$ cat src/rtl/img_rsz_blk_sched_if.sv
// Resized-pixel stream between the block scheduler and the downstream consumer.
// A transfer happens on the rising Clk edge where RszPxlVld & RszPxlRdy are both 1;
// once RszPxlVld is raised, RszPxlData stays stable and RszPxlVld stays high until that edge.
interface img_rsz_blk_sched_if #(
  parameter int DATA_W = 8
) ();

  logic [DATA_W-1:0] RszPxlData;
  logic              RszPxlVld;
  logic              RszPxlRdy;

  modport master (
    output RszPxlData,
    output RszPxlVld,
    input  RszPxlRdy
  );

  modport slave (
    input  RszPxlData,
    input  RszPxlVld,
    output RszPxlRdy
  );

endinterface

$ cat src/rtl/img_rsz_blk_sched.sv
// Block buffer sequencer: issues ready blocks to the compute engine in raster order,
// then forwards each executed block's resized pixel downstream and flushes it.
module img_rsz_blk_sched #(
  parameter int RSZ_IMG_WIDTH_SIZE  = 8,
  parameter int RSZ_IMG_HEIGHT_SIZE = 8,
  parameter int PXL_PRIM_COLOR_NUM  = 1,
  parameter int PXL_PRIM_COLOR_W    = 8
) (
  input  logic                                           Clk,
  input  logic                                           Reset,
  input  logic                                           SchedEn,
  input  logic [RSZ_IMG_WIDTH_SIZE-1:0]                  BlkIsEnough [RSZ_IMG_HEIGHT_SIZE],
  input  logic                                           CeReqRdy,
  output logic [RSZ_IMG_WIDTH_SIZE-1:0]                  CompBlkXMsk,
  output logic [RSZ_IMG_HEIGHT_SIZE-1:0]                 CompBlkYMsk,
  output logic                                           CompBlkEn,
  input  logic [RSZ_IMG_WIDTH_SIZE-1:0]                  BlkIsExec [RSZ_IMG_HEIGHT_SIZE],
  input  logic [PXL_PRIM_COLOR_NUM*PXL_PRIM_COLOR_W-1:0] SelRszPxlData,
  output logic [RSZ_IMG_WIDTH_SIZE-1:0]                  FlushBlkXMsk,
  output logic [RSZ_IMG_HEIGHT_SIZE-1:0]                 FlushBlkYMsk,
  output logic                                           FlushVld,
  img_rsz_blk_sched_if.master                            RszPxl,
  output logic                                           FrameDone,
  output logic                                           DbgFwdState
);

  localparam int U   = RSZ_IMG_WIDTH_SIZE;
  localparam int V   = RSZ_IMG_HEIGHT_SIZE;
  localparam int UW  = $clog2(U);
  localparam int VW  = $clog2(V);
  localparam int PW  = PXL_PRIM_COLOR_NUM * PXL_PRIM_COLOR_W;

  localparam logic [UW-1:0] U_LAST = UW'(U - 1);
  localparam logic [VW-1:0] V_LAST = VW'(V - 1);

  typedef enum logic {
    FWD_WAIT = 1'b0,
    FWD_SEND = 1'b1
  } fwd_state_e;

  // Issue pointer
  logic [UW-1:0] issueU;
  logic [VW-1:0] issueV;

  // Forward pointer and output registers
  logic [UW-1:0] fwdU;
  logic [VW-1:0] fwdV;
  fwd_state_e    fwdState;
  fwd_state_e    fwdStateNxt;
  logic          fwdLoad;
  logic          fwdHs;
  logic [PW-1:0] pxlData;
  logic          pxlVld;

  // Issue path: decoded straight off the registered pointer, so an issue costs no latency.
  assign CompBlkXMsk = U'(1) << issueU;
  assign CompBlkYMsk = V'(1) << issueV;
  assign CompBlkEn   = Reset & SchedEn & CeReqRdy & BlkIsEnough[issueV][issueU];

  always_ff @(posedge Clk or negedge Reset) begin
    if (!Reset) begin
      issueU <= '0;
      issueV <= '0;
    end else if (CompBlkEn) begin
      if (issueU == U_LAST) begin
        issueU <= '0;
        issueV <= (issueV == V_LAST) ? '0 : issueV + VW'(1);
      end else begin
        issueU <= issueU + UW'(1);
      end
    end
  end

  // Forward FSM: next-state and strobes
  always_comb begin
    fwdStateNxt = fwdState;
    fwdLoad     = 1'b0;
    fwdHs       = 1'b0;
    case (fwdState)
      FWD_WAIT: begin
        if (BlkIsExec[fwdV][fwdU]) begin
          fwdLoad     = 1'b1;
          fwdStateNxt = FWD_SEND;
        end
      end
      FWD_SEND: begin
        if (RszPxl.RszPxlRdy) begin
          fwdHs       = 1'b1;
          fwdStateNxt = FWD_WAIT;
        end
      end
      default: fwdStateNxt = FWD_WAIT;
    endcase
  end

  // Forward FSM: state, pointer and the registered pixel
  always_ff @(posedge Clk or negedge Reset) begin
    if (!Reset) begin
      fwdState <= FWD_WAIT;
      fwdU     <= '0;
      fwdV     <= '0;
      pxlData  <= '0;
      pxlVld   <= 1'b0;
    end else begin
      fwdState <= fwdStateNxt;
      if (fwdLoad) begin
        pxlData <= SelRszPxlData;
        pxlVld  <= 1'b1;
      end
      if (fwdHs) begin
        pxlVld <= 1'b0;
        if (fwdU == U_LAST) begin
          fwdU <= '0;
          fwdV <= (fwdV == V_LAST) ? '0 : fwdV + VW'(1);
        end else begin
          fwdU <= fwdU + UW'(1);
        end
      end
    end
  end

  // The flush masks still address the block being handed off during the handshake cycle.
  assign FlushBlkXMsk      = U'(1) << fwdU;
  assign FlushBlkYMsk      = V'(1) << fwdV;
  assign FlushVld          = fwdHs;
  assign FrameDone         = fwdHs & (fwdU == U_LAST) & (fwdV == V_LAST);
  assign RszPxl.RszPxlData = pxlData;
  assign RszPxl.RszPxlVld  = pxlVld;
  assign DbgFwdState       = fwdState;

endmodule

$ cat src/flat_wrapper.sv
// flat-port wrapper written by rule: the top's interface ports become plain ports
module img_rsz_blk_sched_flat 
#(
  parameter int RSZ_IMG_WIDTH_SIZE  = 8,
  parameter int RSZ_IMG_HEIGHT_SIZE = 8,
  parameter int PXL_PRIM_COLOR_NUM  = 1,
  parameter int PXL_PRIM_COLOR_W    = 8
)
  (Clk, Reset, SchedEn, BlkIsEnough, CeReqRdy, CompBlkXMsk, CompBlkYMsk, CompBlkEn, BlkIsExec, SelRszPxlData, FlushBlkXMsk, FlushBlkYMsk, FlushVld, FrameDone, DbgFwdState, RszPxl_RszPxlData, RszPxl_RszPxlVld, RszPxl_RszPxlRdy);
  img_rsz_blk_sched_if #(.DATA_W((8))) RszPxl_i ();
  input  logic Clk;
  input  logic Reset;
  input  logic SchedEn;
  input  logic [RSZ_IMG_WIDTH_SIZE-1:0] BlkIsEnough[RSZ_IMG_HEIGHT_SIZE];
  input  logic CeReqRdy;
  output logic [RSZ_IMG_WIDTH_SIZE-1:0] CompBlkXMsk;
  output logic [RSZ_IMG_HEIGHT_SIZE-1:0] CompBlkYMsk;
  output logic CompBlkEn;
  input  logic [RSZ_IMG_WIDTH_SIZE-1:0] BlkIsExec[RSZ_IMG_HEIGHT_SIZE];
  input  logic [PXL_PRIM_COLOR_NUM*PXL_PRIM_COLOR_W-1:0] SelRszPxlData;
  output logic [RSZ_IMG_WIDTH_SIZE-1:0] FlushBlkXMsk;
  output logic [RSZ_IMG_HEIGHT_SIZE-1:0] FlushBlkYMsk;
  output logic FlushVld;
  output logic FrameDone;
  output logic DbgFwdState;
  output wire logic [$bits(RszPxl_i.RszPxlData)-1:0] RszPxl_RszPxlData;
  output wire logic [$bits(RszPxl_i.RszPxlVld)-1:0] RszPxl_RszPxlVld;
  input wire logic [$bits(RszPxl_i.RszPxlRdy)-1:0] RszPxl_RszPxlRdy;
  assign RszPxl_RszPxlData = RszPxl_i.RszPxlData;
  assign RszPxl_RszPxlVld = RszPxl_i.RszPxlVld;
  assign RszPxl_i.RszPxlRdy = RszPxl_RszPxlRdy;
  img_rsz_blk_sched #(.RSZ_IMG_WIDTH_SIZE(RSZ_IMG_WIDTH_SIZE), .RSZ_IMG_HEIGHT_SIZE(RSZ_IMG_HEIGHT_SIZE), .PXL_PRIM_COLOR_NUM(PXL_PRIM_COLOR_NUM), .PXL_PRIM_COLOR_W(PXL_PRIM_COLOR_W)) u_core (.Clk(Clk), .Reset(Reset), .SchedEn(SchedEn), .BlkIsEnough(BlkIsEnough), .CeReqRdy(CeReqRdy), .CompBlkXMsk(CompBlkXMsk), .CompBlkYMsk(CompBlkYMsk), .CompBlkEn(CompBlkEn), .BlkIsExec(BlkIsExec), .SelRszPxlData(SelRszPxlData), .FlushBlkXMsk(FlushBlkXMsk), .FlushBlkYMsk(FlushBlkYMsk), .FlushVld(FlushVld), .RszPxl(RszPxl_i), .FrameDone(FrameDone), .DbgFwdState(DbgFwdState));
endmodule
$ cat config.mk
export PLATFORM = sky130hd
export DESIGN_NAME = img_rsz_blk_sched_flat
export DESIGN_NICKNAME = d
export VERILOG_FILES = /design/src/rtl/img_rsz_blk_sched_if.sv /design/src/rtl/img_rsz_blk_sched.sv /design/src/flat_wrapper.sv
export SDC_FILE = /design/constraint.sdc
export NUM_CORES = 1
export LEC_CHECK = 0
export BUFFER_PORTS_ARGS = -buffer_cell sky130_fd_sc_hd__buf_2
export CAP_MARGIN = 0
export CORE_MARGIN = 4
export CORE_UTILIZATION = 45
export DETAILED_ROUTE_END_ITERATION = 10
export PLACE_DENSITY = 0.86
export REMOVE_ABC_BUFFERS = 1
export SLEW_MARGIN = 15
export SYNTH_ARGS = -nofsm -noshare
export SYNTH_HDL_FRONTEND = slang
export SYNTH_SLANG_ARGS = --single-unit
$ cat constraint.sdc
create_clock -name Clk -period 4.42 [get_ports Clk]
set_clock_uncertainty 0.2 [all_clocks]
set_input_delay 0.221 -clock Clk [delete_from_list [all_inputs] [get_ports Clk]]
set_output_delay 0.221 -clock Clk [all_outputs]
set_load 0.005 [all_outputs]
Yosys cells after proc, flatten, opt, wreduce, memory -nomap -nowiden
Index checks and enable logic that the tools add are counted.
Widths: inputs -> output; s select.
{"block": "totals", "ff_bits": 22}
{"block": "classes", "add_sub_neg": 4, "order_cmp": 4, "eq_ne": 4, "shifts": 4, "mux": 22, "bitwise": 8, "reduce_logical": 3}
{"cell": "$bmux 8 s3", "n": 2}
{"cell": "$mux 8", "n": 4}
{"cell": "$shl 1x3->8 const A", "n": 4}
{"cell": "$add 3x1->3 const B", "n": 4}
{"cell": "$eq 3x3->1 const B", "n": 4}
{"cell": "$mux 3", "n": 4}
{"cell": "$mux 1", "n": 9}
{"cell": "$ge 4x4->1 const B", "n": 2}
{"cell": "$lt 3x4->1 const B", "n": 2}
{"cell": "$not 3->4", "n": 2}
{"cell": "$bmux 1 s3", "n": 2}
{"cell": "$and 1x1->1", "n": 5}
{"cell": "$reduce_and 2->1", "n": 2}
{"cell": "$pmux 1 s2", "n": 1}
{"cell": "$reduce_bool 2->1", "n": 1}
{"cell": "$not 1->1", "n": 1}

Depth between registers and ports, before layout
Gate-level depths: netlist of the first run.
{"block": "depth", "ltp_word": 10, "depth_mapped": 10, "mapped_depth_nobuf": 7}

Worst setup path before layout of the first run
OpenSTA, ideal clock, no wires.
{"block": "synth_timing", "kind": "reg-to-reg", "start": "reg u_core.fwdV[2]", "end": "reg u_core.pxlData[0] (netlist: u_core.RszPxl.RszPxlData[0])", "arrival_ps": 2427, "required_time_ps": 4095, "slack_ps": 1668, "stages_incl_launch_ff": 10, "period_less_slack_ps": 2752, "path_cell_list": "dfrtp_1 buf_6 nor2b_4 buf_6 a22o_1 a221oi_2 o22ai_1 or4_4 a21oi_4 mux2_4"}
{"block": "synth_between", "elab_chain_len": 8}
{"element": "from (decl)", "line_no": "img_rsz_blk_sched.sv:47", "text": "logic [VW-1:0] fwdV;"}
{"element": "from (signal assigned)", "line_no": "img_rsz_blk_sched.sv:114", "text": "fwdV <= (fwdV == V_LAST) ? '0 : fwdV + VW'(1);"}
{"element": "$not 3->4 (implied by the code)", "line_no": "img_rsz_blk_sched.sv:81", "text": "if (BlkIsExec[fwdV][fwdU]) begin"}
{"element": "$bmux 8 s3", "line_no": "img_rsz_blk_sched.sv:81"}
{"element": "$mux 8 (implied by the code) (2 in a row)", "line_no": "img_rsz_blk_sched.sv:81"}
{"element": "$bmux 1 s3", "line_no": "img_rsz_blk_sched.sv:81"}
{"element": "$mux 1 (implied by the code)", "line_no": "img_rsz_blk_sched.sv:81"}
{"element": "$mux 1", "line_no": "img_rsz_blk_sched.sv:81"}
{"element": "$mux 1", "line_no": "img_rsz_blk_sched.sv:79", "text": "case (fwdState)"}
{"element": "to (signal assigned)", "line_no": "img_rsz_blk_sched.sv:107", "text": "pxlData <= SelRszPxlData;"}
{"element": "to (decl)", "line_no": "img_rsz_blk_sched.sv:52", "text": "logic [PW-1:0] pxlData;"}
Every way passes these cells. The select of a mux whose other input is x is not followed.
A chain may end at the register's enable or synchronous reset.

Worst setup path in the final report of the first run
{"block": "layout_timing", "start": "reg u_core.issueV[1]", "end": "out CompBlkEn"}
{"block": "layout_between", "elab_chain_len": 7}
{"element": "from (decl)", "line_no": "img_rsz_blk_sched.sv:43", "text": "logic [VW-1:0] issueV;"}
{"element": "from (signal assigned)", "line_no": "img_rsz_blk_sched.sv:67", "text": "issueV <= (issueV == V_LAST) ? '0 : issueV + VW'(1);"}
{"element": "$not 3->4 (implied by the code)", "line_no": "img_rsz_blk_sched.sv:58", "text": "assign CompBlkEn = Reset & SchedEn & CeReqRdy & BlkIsEnough[issueV][issueU];"}
{"element": "$bmux 8 s3", "line_no": "img_rsz_blk_sched.sv:58"}
{"element": "$mux 8 (implied by the code) (2 in a row)", "line_no": "img_rsz_blk_sched.sv:58"}
{"element": "$bmux 1 s3", "line_no": "img_rsz_blk_sched.sv:58"}
{"element": "$mux 1 (implied by the code)", "line_no": "img_rsz_blk_sched.sv:58"}
{"element": "$and 1x1->1", "line_no": "img_rsz_blk_sched.sv:58"}
{"element": "to (decl)", "line_no": "flat_wrapper.sv:18", "text": "output logic CompBlkEn;"}
Every way passes these cells. The select of a mux whose other input is x is not followed.

==> results of run 1 <==
[worst max-delay path by stage]
stage / from / end / slack, ps / cells past startpoint
after floorplan: u_core.fwdV[0] / u_core.RszPxl.RszPxlData[0] / 890 / 7
after CTS: u_core.issueV[1] / CompBlkEn / 1150 / 5
final: u_core.issueV[1] / CompBlkEn / 1190 / 5
after detailed placement: u_core.fwdV[0] / u_core.RszPxl.RszPxlData[4] / 1240 / 7
after global placement: u_core.fwdV[0] / u_core.RszPxl.RszPxlData[6] / 1280 / 7
after global routing: u_core.issueV[1] / CompBlkEn / 1000 / 5
[state kept, by name, summed over array words and instances (netlist names)]
signal and cells:
u_core.fwdV 3, u_core.RszPxl.RszPxlData 8, u_core.RszPxl.RszPxlVld 1, u_core.issueV 3
u_core.DbgFwdState 1, u_core.fwdU 3, u_core.issueU 3
[stage by stage]
| step | total power [mW] | hold WS (ps) |
|---|---|---|
| after floorplan | 1.34 | -275 |
| after global placement | 1.70 | 16.1 |
| after detailed placement | 1.74 | 17.3 |
| after CTS | 1.93 | 112 |
| after global routing | 2.08 | 145 |
| final | 1.91 | 121 |
[cells in the mapped netlist]
master | count | share of area (%)
clkinv_1 | 1 | 0.14
nand4b_1 | 1 | 0.33
dfrtp_1 | 22 | 21
inv_2 | 1 | 0.14
and2_1 | 11 | 2.6
a311oi_1 | 1 | 0.33
nor2b_4 | 1 | 0.52
buf_6 | 7 | 3.0
o21ai_0 | 9 | 1.7
or4_4 | 2 | 0.86
buf_2 | 2 | 0.38
nand4_1 | 1 | 0.24
buf_8 | 1 | 0.57
nor2_2 | 1 | 0.24
a21oi_1 | 3 | 0.57
mux4_2 | 12 | 10
clkbuf_1 | 1 | 0.14
mux2_4 | 8 | 4.6
nor2b_1 | 10 | 2.4
a21oi_4 | 1 | 0.62
buf_4 | 1 | 0.29
inv_1 | 13 | 1.9
a31oi_1 | 1 | 0.24
a221oi_2 | 3 | 1.7
nand3_1 | 4 | 0.76
buf_12 | 1 | 0.76
a22oi_1 | 5 | 1.4
mux2i_1 | 51 | 19
nand2_1 | 14 | 2.0
o31ai_1 | 1 | 0.29
o22ai_1 | 2 | 0.48
o41ai_4 | 1 | 1.0
nor3_1 | 3 | 0.57
a21o_1 | 2 | 0.57
and2_2 | 3 | 0.86
a221oi_1 | 3 | 1.0
nor2_1 | 9 | 1.3
ha_1 | 24 | 11
or3_1 | 1 | 0.24
and2b_2 | 3 | 1.0
a22o_1 | 7 | 2.3
[area by class of cell]
cell class	instances	area [µm²]	share of cell area [%]
Inverter	15	56.3	1.52
Tap cell	72	90.1	2.44
Antenna cell	1	2.50	0.0678
Timing Repair Buffer	196	1030	27.9
Clock inverter	1	30.0	0.813
Multi-Input combinational cell	198	1890	51.2
Clock buffer	3	41.3	1.12
Sequential cell	22	552	14.9
[power groups by stage]
| stage | Clock, mW | Sequential (mW) | Combinational (mW) |
|---|---|---|---|
| after global routing | 0.200 | 0.541 | 1.34 |
| after global placement | 0 | 0.509 | 1.19 |
| after CTS | 0.189 | 0.513 | 1.23 |
| after detailed placement | 0 | 0.515 | 1.22 |
| after floorplan | 0 | 0.499 | 0.840 |
| final | 0.183 | 0.512 | 1.22 |
[kinds of logic after synthesis]
group                    share of synthesized area [%]
buffers and inverters                             7.27
multiplexers                                      34.2
adder cells (fa/ha/maj)                           11.4
AO/OA/AOI/OAI                                     12.3
AND/OR/NAND/NOR                                   13.9
flip-flops                                        20.9
[layer usage]
layer  vias to the layer above  share of wire, %  GRT usage, %
met3                         4               9.3          3.83
met5                         -                 0             0
met2                       137                55          43.1
met1                      1201                35          20.7
met4                         0              0.69          4.60
li1                       1297                 -             -
[worst max-delay path, stage by stage (launching register included)]
cell and delay (ps):
dfrtp_1 890, mux2i_1 170, mux4_2 480, a22o_1 260, o41ai_4 530, buf_2 210
==> flow_summary_export.csv, run 1 <==
group,metric,value,unit
detailed_routing,drt_first_pass_iters,4,
power,seqPwrFrac,26.8,%
power,p_sw,794,µW
clock_network,clkSlewWorstSetupHoldPaths,80,ps
logic_synthesis,syn-mean-instance-area,10.6,µm²
hold_path,worstHoldEndpoint,"u_core.fwdU[2]",
cells_and_area,final_cell_mix,"buf_2, mux2i_1, ha_1",
detailed_routing,via_count,2639,
sta,max_clock_freq,310,MHz
worst_setup_path,r2r_start,"u_core.fwdV[0]",
cells_and_area,layout-drive-gt1-share,52.4,%
placed_design,dp_slack,1240,ps
clock_network,clk_path_buf_depth,2,
placed_design,gp_congestion,0.907,
cells_and_area,final_common_cell,"buf_2",
power,pwr-share-clk,9.6,%
floorplanning,dieArea,7140,µm²
clock_network,cts_hold_buffers,9,
sta,relSlewSlack,44.7,%
sta,finalHoldViolCount,0,
floorplanning,start_util,47.2,%
cells_and_area,final.fill_count,472,
global_routing,grt_overflow,0,
worst_setup_path,r2r_end,"u_core.RszPxl.RszPxlData[0]",
detailed_routing,route.detailed.drc,0,
floorplanning,coreArea,5570,µm²
power,ir_worst_vdd,0.440,mV
worst_setup_path,cp-start-kind,"register",
hold_path,holdPathStages,3,
sta,fin_crit_sh,73.1,%
worst_setup_path,reg2reg_slack,1220,ps
worst_setup_path,crit_arrival,2810,ps
cells_and_area,finalCoreUtilization,66.3,%
detailed_routing,drt-vias-per-instance,5.19,
power,pwr-share-comb,63.7,%
power,power.internal,1.12,mW
run,cap_viol_max_count,0,
sta,fin_crit,3230,ps
logic_synthesis,yosysUniqueCellTypes,41,
sta,finalMaxSlewViolations,0,
power,leakage,2.03,nW
floorplanning,die_w,84.5,µm
placed_design,dp_hpwl,6.56,mm
clock_network,cts_setup_buffers,0,
detailed_routing,drt_iter0_drc,71,
clock_network,clkSinkCount,22,
global_routing,antenna_found_initial,0,
sta,worst_slack,1190,ps
sta,setup_viol,0,
logic_synthesis,ys_seq_elements,22,
global_routing,grt_start_max_net_pins,30,
logic_synthesis,seq_area_frac_synth,20.9,%
cells_and_area,area_delta_synth_final,40.3,%
worst_setup_path,cp-end-kind,"output pin",
floorplanning,ios,186,
global_routing,grt_first_pass_wirelength,12.2,mm
sta,rsz0062_at_grt,"no",
cells_and_area,nNetsFinal,601,
run_status,outcome,"complete, no violations",
sta,fin_tns_setup,0,ps
hold_path,hp-start,"RszPxl_RszPxlRdy",
global_routing,grt_pass1_vias,2720,
worst_setup_path,r2r_cells,7,
hold_path,hold_class,"in2reg",
floorplanning,dieHeight,84.5,µm
power,power.density,518,nW/µm²
worst_setup_path,required,4000,ps
clock_network,cts.htree.levels,1,
detailed_routing,totalWireLength,7.82,mm
logic_synthesis,syn_area,2630,µm²
logic_synthesis,synth_warnings,0,
placed_design,port_buffers,185,
sta,tightest_slew,829,ps
detailed_routing,wl_per_cell,15.4,µm
detailed_routing,antenna_left,0,
logic_synthesis,netlist_instances,248,
worst_setup_path,path_max_fanout,17,
power,netSwitchingFraction,41.5,%
clock_network,insertion_delay,250,ps
clock_network,root_buffer,"clkbuf_8",
cells_and_area,final_cell_area,3690,µm²
clock_network,cts_resized,0,
global_routing,grt_usage,20.7,%
placed_design,place_inst,494,
clock_network,tritoncts,"built",
worst_setup_path,worstSetupPathType,"reg2out",
clock_network,cts_buffers,3,
floorplanning,row_count,27,
placed_design,placedInstanceArea,3530,µm²
cells_and_area,final_cells,508,
(Power assumes the default switching activity.)
==> run 2: changes to the inputs <==
--- a/config.mk
+++ b/config.mk
@@ -8,9 +8,9 @@
 export BUFFER_PORTS_ARGS = -buffer_cell sky130_fd_sc_hd__buf_2
 export CAP_MARGIN = 0
 export CORE_MARGIN = 4
-export CORE_UTILIZATION = 45
+export CORE_UTILIZATION = 38
 export DETAILED_ROUTE_END_ITERATION = 10
-export PLACE_DENSITY = 0.86
+export PLACE_DENSITY = 0.77
 export REMOVE_ABC_BUFFERS = 1
 export SLEW_MARGIN = 15
 export SYNTH_ARGS = -nofsm -noshare
==> constraint.sdc (replaced) <==
create_clock -name Clk -period 2.66 [get_ports Clk]
set_clock_uncertainty 0.2 [all_clocks]
set_input_delay 0.133 -clock Clk [delete_from_list [all_inputs] [get_ports Clk]]
set_output_delay 0.133 -clock Clk [all_outputs]
set_load 0.005 [all_outputs]
==> run 2 against run 1 <==
Register-to-register slack worse by 1300 ps; total power rose by 80%; the run now ends with negative setup slack left; non-clock buffer count increased by 16; worst setup slack got worse by 1300 ps; critical endpoint is now u_core.RszPxl.RszPxlData[1].
==> flow_summary_export.csv, run 2 (synthesis results as in run 1) <==
group,metric,value,unit
sta,rsz0062_at_grt,"yes",
cells_and_area,final_cell_mix,"buf_2, mux2i_1, ha_1",
clock_network,tritoncts,"built",
sta,max_clock_freq,364,MHz
worst_setup_path,crit_arrival,2700,ps
placed_design,port_buffers,185,
detailed_routing,route.detailed.drc,0,
worst_setup_path,r2r_start,"u_core.fwdV[0]",
detailed_routing,route.met3.wl,669,µm
detailed_routing,drt_iter0_drc,28,
clock_network,cts_buffers,3,
global_routing,grt_pass1_vias,2892,
cells_and_area,largest_reg_flops,8,
worst_setup_path,cp-start-kind,"register",
cells_and_area,n_antenna_cell,0,
worst_setup_path,r2r_end,"u_core.RszPxl.RszPxlData[1]",
cells_and_area,final_cell_area,3900,µm²
run_status,outcome,"finished, violations left",
worst_setup_path,worstSetupPathType,"reg2reg",
floorplanning,start_util,39.0,%
clock_network,clkSinkCount,22,
floorplanning,row_count,30,
detailed_routing,totalWireLength,8.26,mm
cells_and_area,layout-drive-gt1-share,55.0,%
floorplanning,die_w,91.2,µm
floorplanning,dieArea,8320,µm²
sta,fin_crit,2750,ps
cells_and_area,final_cells,531,
hold_path,hold_class,"in2reg",
sta,finalHoldViolCount,0,
worst_setup_path,reg2reg_slack,-90,ps
hold_path,hp-start,"RszPxl_RszPxlRdy",
sta,setup_viol,8,
detailed_routing,drt_first_pass_iters,4,
clock_network,insertion_delay,260,ps
floorplanning,ios,186,
power,power.density,885,nW/µm²
detailed_routing,antenna_left,0,
global_routing,grt_usage,18.7,%
placed_design,dp_slack,-76.5,ps
sta,hold_slack,24.8,ps
placed_design,place_inst,515,
detailed_routing,highest_layer,"met4",
floorplanning,coreArea,6760,µm²
detailed_routing,met1_length,3.06,mm
run_status,violations,"negative setup slack",
sta,tightest_slew,527,ps
global_routing,grt_overflow,0,
hold_path,holdPathStages,3,
detailed_routing,met2WireLength,4.40,mm
placed_design,placedInstanceArea,3670,µm²
placed_design,dp_hpwl,6.90,mm
clock_network,root_buffer,"clkbuf_8",
sta,relSlewSlack,64.8,%
cells_and_area,final_common_cell,"buf_2",
clock_network,cts.htree.levels,1,
worst_setup_path,path_max_fanout,12,
floorplanning,dieHeight,91.2,µm
sta,fin_crit_sh,103,%
sta,worst_slack,-87.5,ps
global_routing,antenna_found_initial,0,
power,leakage,2.14,nW
global_routing,grt_first_pass_wirelength,12.9,mm
placed_design,gp_congestion,0.869,
detailed_routing,wl_per_cell,15.6,µm
worst_setup_path,required,2610,ps
detailed_routing,drt-vias-per-instance,5.21,
clock_network,clkSlewWorstSetupHoldPaths,90,ps
hold_path,worstHoldEndpoint,"u_core.fwdU[2]",
worst_setup_path,r2r_cells,9,
power,ir_worst_vdd,0.562,mV
global_routing,grt_start_max_net_pins,28,
power,total_power,3.45,mW
run,cap_viol_max_count,0,
clock_network,clk_path_buf_depth,2,
worst_setup_path,cp-end-kind,"register",
detailed_routing,via_count,2768,
cells_and_area,nNetsFinal,617,
cells_and_area,area_delta_synth_final,48.2,%
sta,finalMaxSlewViolations,0,
run 2: cell count changes in the layout (fill, tap and decap cells not counted):
cell and delta:
buf_6 +1, buf_4 +12, buf_2 -1, diode_2 -1, a221oi_1 -1, dfrtp_2 +1, clkbuf_16 +1, o31ai_1 -1
a221oi_2 +1, buf_12 +3, a311oi_1 -1, dfrtp_1 -1, o31ai_2 +1, a311oi_2 +1
run 2: per-layer routing:
| metal | global-route usage [%] | vias to the layer above |
|---|---|---|
| li1 | - | 1323 |
| met1 | 19.6 | 1298 |
| met2 | 36.9 | 133 |
| met3 | 4.81 | 14 |
| met4 | 3.77 | 0 |
| met5 | 0 | - |
run 2: repair_timing:
action / in CTS / in global routing
setup endpoints to repair: 9 / 12
pin swaps: 0 / 1
buffers inserted: 1 / 1
hold buffers: 9 / 0
gates cloned: 0 / 1
resized for setup: 0 / 5
hold endpoints to repair: 30 / 0
run 2: layout make-up:
| cell class | count | area, µm² |
|---|---|---|
| inverter | 15 | 56.3 |
| clock buffer | 3 | 41.3 |
| tap | 80 | 100 |
| sequential | 22 | 553 |
| clock inverter | 1 | 30.0 |
| fill | 605 | 2860 |
| timing repair buffer | 212 | 1210 |
| multi-input combinational | 198 | 1910 |
run 2: critical path: stages (launching register included):
cell,delay [ps]
dfrtp_2,440
buf_12,160
mux2i_1,120
a22o_1,240
a221oi_2,180
o22ai_1,120
or4_4,550
a21oi_4,180
buf_12,150
mux2_4,300
run 2: worst max path at each step:
stage / from / endpoint
finish: u_core.fwdV[0] / u_core.RszPxl.RszPxlData[1]
global route: u_core.fwdV[0] / u_core.RszPxl.RszPxlData[1]
CTS: u_core.fwdV[0] / u_core.RszPxl.RszPxlData[1]
detailed placement: u_core.fwdV[0] / u_core.RszPxl.RszPxlData[1]
global placement: u_core.fwdV[0] / u_core.RszPxl.RszPxlData[6]
floorplan: u_core.fwdV[0] / u_core.RszPxl.RszPxlData[0]
run 2: where the power goes:
| part | switching [mW] | internal, mW |
|---|---|---|
| registers | 0.188 | 0.497 |
| logic | 1.10 | 1.35 |
| clock network | 0.113 | 0.201 |
| total | 1.40 | 2.05 |
run 2: metrics by stage:
| stage | utilization (%) | TNS (ps) |
|---|---|---|
| 3_5_place_dp | 54.4 | -547 |
| 5_1_grt | 57.7 | -1220 |
| 2_1_floorplan | - | -9420 |
| 4_1_cts | 56.9 | -570 |
| 3_3_place_gp | 54.4 | -210 |
| 6_report | 57.7 | -630 |
==> run 3: changes to the inputs <==
--- a/config.mk
+++ b/config.mk
@@ -8,9 +8,9 @@
 export BUFFER_PORTS_ARGS = -buffer_cell sky130_fd_sc_hd__buf_2
 export CAP_MARGIN = 0
 export CORE_MARGIN = 4
-export CORE_UTILIZATION = 38
+export CORE_UTILIZATION = 42
 export DETAILED_ROUTE_END_ITERATION = 10
-export PLACE_DENSITY = 0.77
+export PLACE_DENSITY = 0.81
 export REMOVE_ABC_BUFFERS = 1
 export SLEW_MARGIN = 15
 export SYNTH_ARGS = -nofsm -noshare
==> constraint.sdc (replaced) <==
create_clock -name Clk -period 3.1 [get_ports Clk]
set_clock_uncertainty 0.2 [all_clocks]
set_input_delay 0.155 -clock Clk [delete_from_list [all_inputs] [get_ports Clk]]
set_output_delay 0.155 -clock Clk [all_outputs]
set_load 0.005 [all_outputs]
==> run 3 against run 2 <==
First-iteration DRC count rose to 2.9 times the previous value; the run now ends clean; sequential power is 15% lower; clock power down 16%; largest power group unchanged; worst setup slack better by 260 ps; global-route usage is 1.1 points higher.
==> flow_summary_export.csv, run 3 (synthesis results as in run 1) <==
group,metric,value,unit
run_status,outcome,"complete, no violations",
global_routing,grt_usage,19.7,%
cells_and_area,layout-drive-gt1-share,53.4,%
power,pwr-share-clk,9.5,%
power,power.internal,1.64,mW
hold_path,hold_class,"in2reg",
placed_design,dp_hpwl,6.72,mm
detailed_routing,drt_iter0_drc,82,
floorplanning,ios,186,
worst_setup_path,r2r_start,"u_core.fwdV[2]",
clock_network,clk_path_buf_depth,2,
run,cap_viol_max_count,0,
detailed_routing,drt_first_pass_iters,4,
power,power.density,742,nW/µm²
worst_setup_path,cp-start-kind,"register",
clock_network,clkSlewWorstSetupHoldPaths,90,ps
power,seqPwrFrac,20.9,%
worst_setup_path,required,3050,ps
sta,fin_crit_sh,94.3,%
sta,tightest_slew,594,ps
power,p_sw,1.14,mW
sta,rsz0062_at_grt,"no",
cells_and_area,nNetsFinal,608,
sta,max_clock_freq,342,MHz
clock_network,cts.htree.levels,1,
power,netSwitchingFraction,41.2,%
floorplanning,row_count,28,
global_routing,grt_first_pass_wirelength,12.2,mm
detailed_routing,route.detailed.drc,0,
cells_and_area,largest_reg_flops,8,
clock_network,cts_buffers,3,
floorplanning,die_w,87.2,µm
detailed_routing,drt-vias-per-instance,5.14,
cells_and_area,final_cell_mix,"buf_2, mux2i_1, ha_1",
hold_path,worstHoldEndpoint,"u_core.fwdU[2]",
detailed_routing,totalWireLength,7.79,mm
detailed_routing,antenna_left,0,
placed_design,gp_congestion,0.914,
clock_network,tritoncts,"built",
detailed_routing,via_count,2656,
floorplanning,start_util,43.9,%
worst_setup_path,r2r_end,"u_core.RszPxl.RszPxlData[4]",
power,leakage,2.06,nW
clock_network,clkSinkCount,22,
global_routing,grt_pass1_vias,2840,
global_routing,grt_overflow,0,
floorplanning,coreArea,5990,µm²
power,pwr-share-comb,69.6,%
sta,finalMaxSlewViolations,0,
cells_and_area,final_common_cell,"buf_2",
cells_and_area,final_cell_area,3750,µm²
cells_and_area,n_antenna_cell,0,
clock_network,insertion_delay,260,ps
clock_network,root_buffer,"clkbuf_8",
sta,finalHoldViolCount,0,
hold_path,hp-start,"RszPxl_RszPxlRdy",
worst_setup_path,path_max_fanout,13,
placed_design,port_buffers,185,
placed_design,placedInstanceArea,3590,µm²
sta,relSlewSlack,60.3,%
hold_path,holdPathStages,3,
global_routing,antenna_found_initial,0,
sta,hold_slack,63.2,ps
sta,setup_viol,0,
clock_network,cts_setup_buffers,0,
floorplanning,dieArea,7600,µm²
detailed_routing,wl_per_cell,15.1,µm
worst_setup_path,reg2reg_slack,180,ps
cells_and_area,area_delta_synth_final,42.4,%
worst_setup_path,cp-end-kind,"register",
worst_setup_path,r2r_cells,7,
floorplanning,dieHeight,87.2,µm
global_routing,grt_start_max_net_pins,23,
worst_setup_path,crit_arrival,2870,ps
sta,fin_crit,2920,ps
power,ir_worst_vdd,0.454,mV
worst_setup_path,worstSetupPathType,"reg2reg",
[run 3: cell count changes in the layout (fill, tap and decap cells not counted), sizes merged]
cell,before,now
clkbuf,4,3
buf,202,194
[run 3: critical path, cell delays in order, from the launching register on]
cell and delay [ps]:
dfrtp_2 490, and2_1 290, a22o_1 250, a221oi_2 180
o22ai_1 130, or4_4 550, a21oi_4 400, mux2_4 340
[run 3: layout make-up]
type | instances | area, µm²
Clock buffer | 3 | 41.3
Clock inverter | 1 | 30.0
Fill cell | 516 | 2240
Inverter | 15 | 56.3
Multi-Input combinational cell | 198 | 1890
Sequential cell | 22 | 553
Tap cell | 75 | 93.8
Timing Repair Buffer | 203 | 1080
[run 3: repair_timing]
item,4_1_cts,5_1_grt
endpoints found under the setup margin,0,8
gates resized for setup,0,1
hold endpoints to repair,30,0
hold buffers,9,0
[run 3: stage by stage]
step | utilization, % | worst slack, ps | cells | power, mW | setup TNS [ps]
after floorplan | - | -429 | 235 | 1.91 | -3600
after global placement | 59.9 | 183 | 504 | 2.48 | 0
after detailed placement | 59.9 | 116 | 504 | 2.54 | 0
after CTS | 62.6 | 106 | 517 | 2.82 | 0
after global routing | 62.6 | 49.1 | 517 | 3.02 | 0
final | 62.6 | 177 | 517 | 2.78 | 0
[run 3: routing by layer]
layer	vias up	global-route usage (%)	part of all wire, %
li1	1299	-	-
met1	1207	19.2	33
met2	138	41.4	53
met3	12	3.60	12
met4	0	5.02	1.6
met5	-	0	0
[run 3: worst max path at each step]
stage	from	endpoint	slack (ps)	depth (start not counted)
after floorplan	u_core.fwdV[0]	u_core.RszPxl.RszPxlData[0]	-430	7
after global placement	u_core.fwdV[2]	u_core.RszPxl.RszPxlData[0]	180	7
after detailed placement	u_core.fwdV[2]	u_core.RszPxl.RszPxlData[2]	120	7
after CTS	u_core.fwdV[2]	u_core.RszPxl.RszPxlData[2]	110	7
after global routing	u_core.fwdV[0]	u_core.RszPxl.RszPxlData[3]	50	8
final	u_core.fwdV[2]	u_core.RszPxl.RszPxlData[4]	180	7
[run 3: power by group through the flow]
stage | sequential, mW | combinational [mW] | clock [mW]
floorplan | 0.712 | 1.20 | 0
finish | 0.581 | 1.93 | 0.265
detailed placement | 0.585 | 1.95 | 0
global route | 0.607 | 2.14 | 0.282
global placement | 0.579 | 1.90 | 0
CTS | 0.583 | 1.96 | 0.274
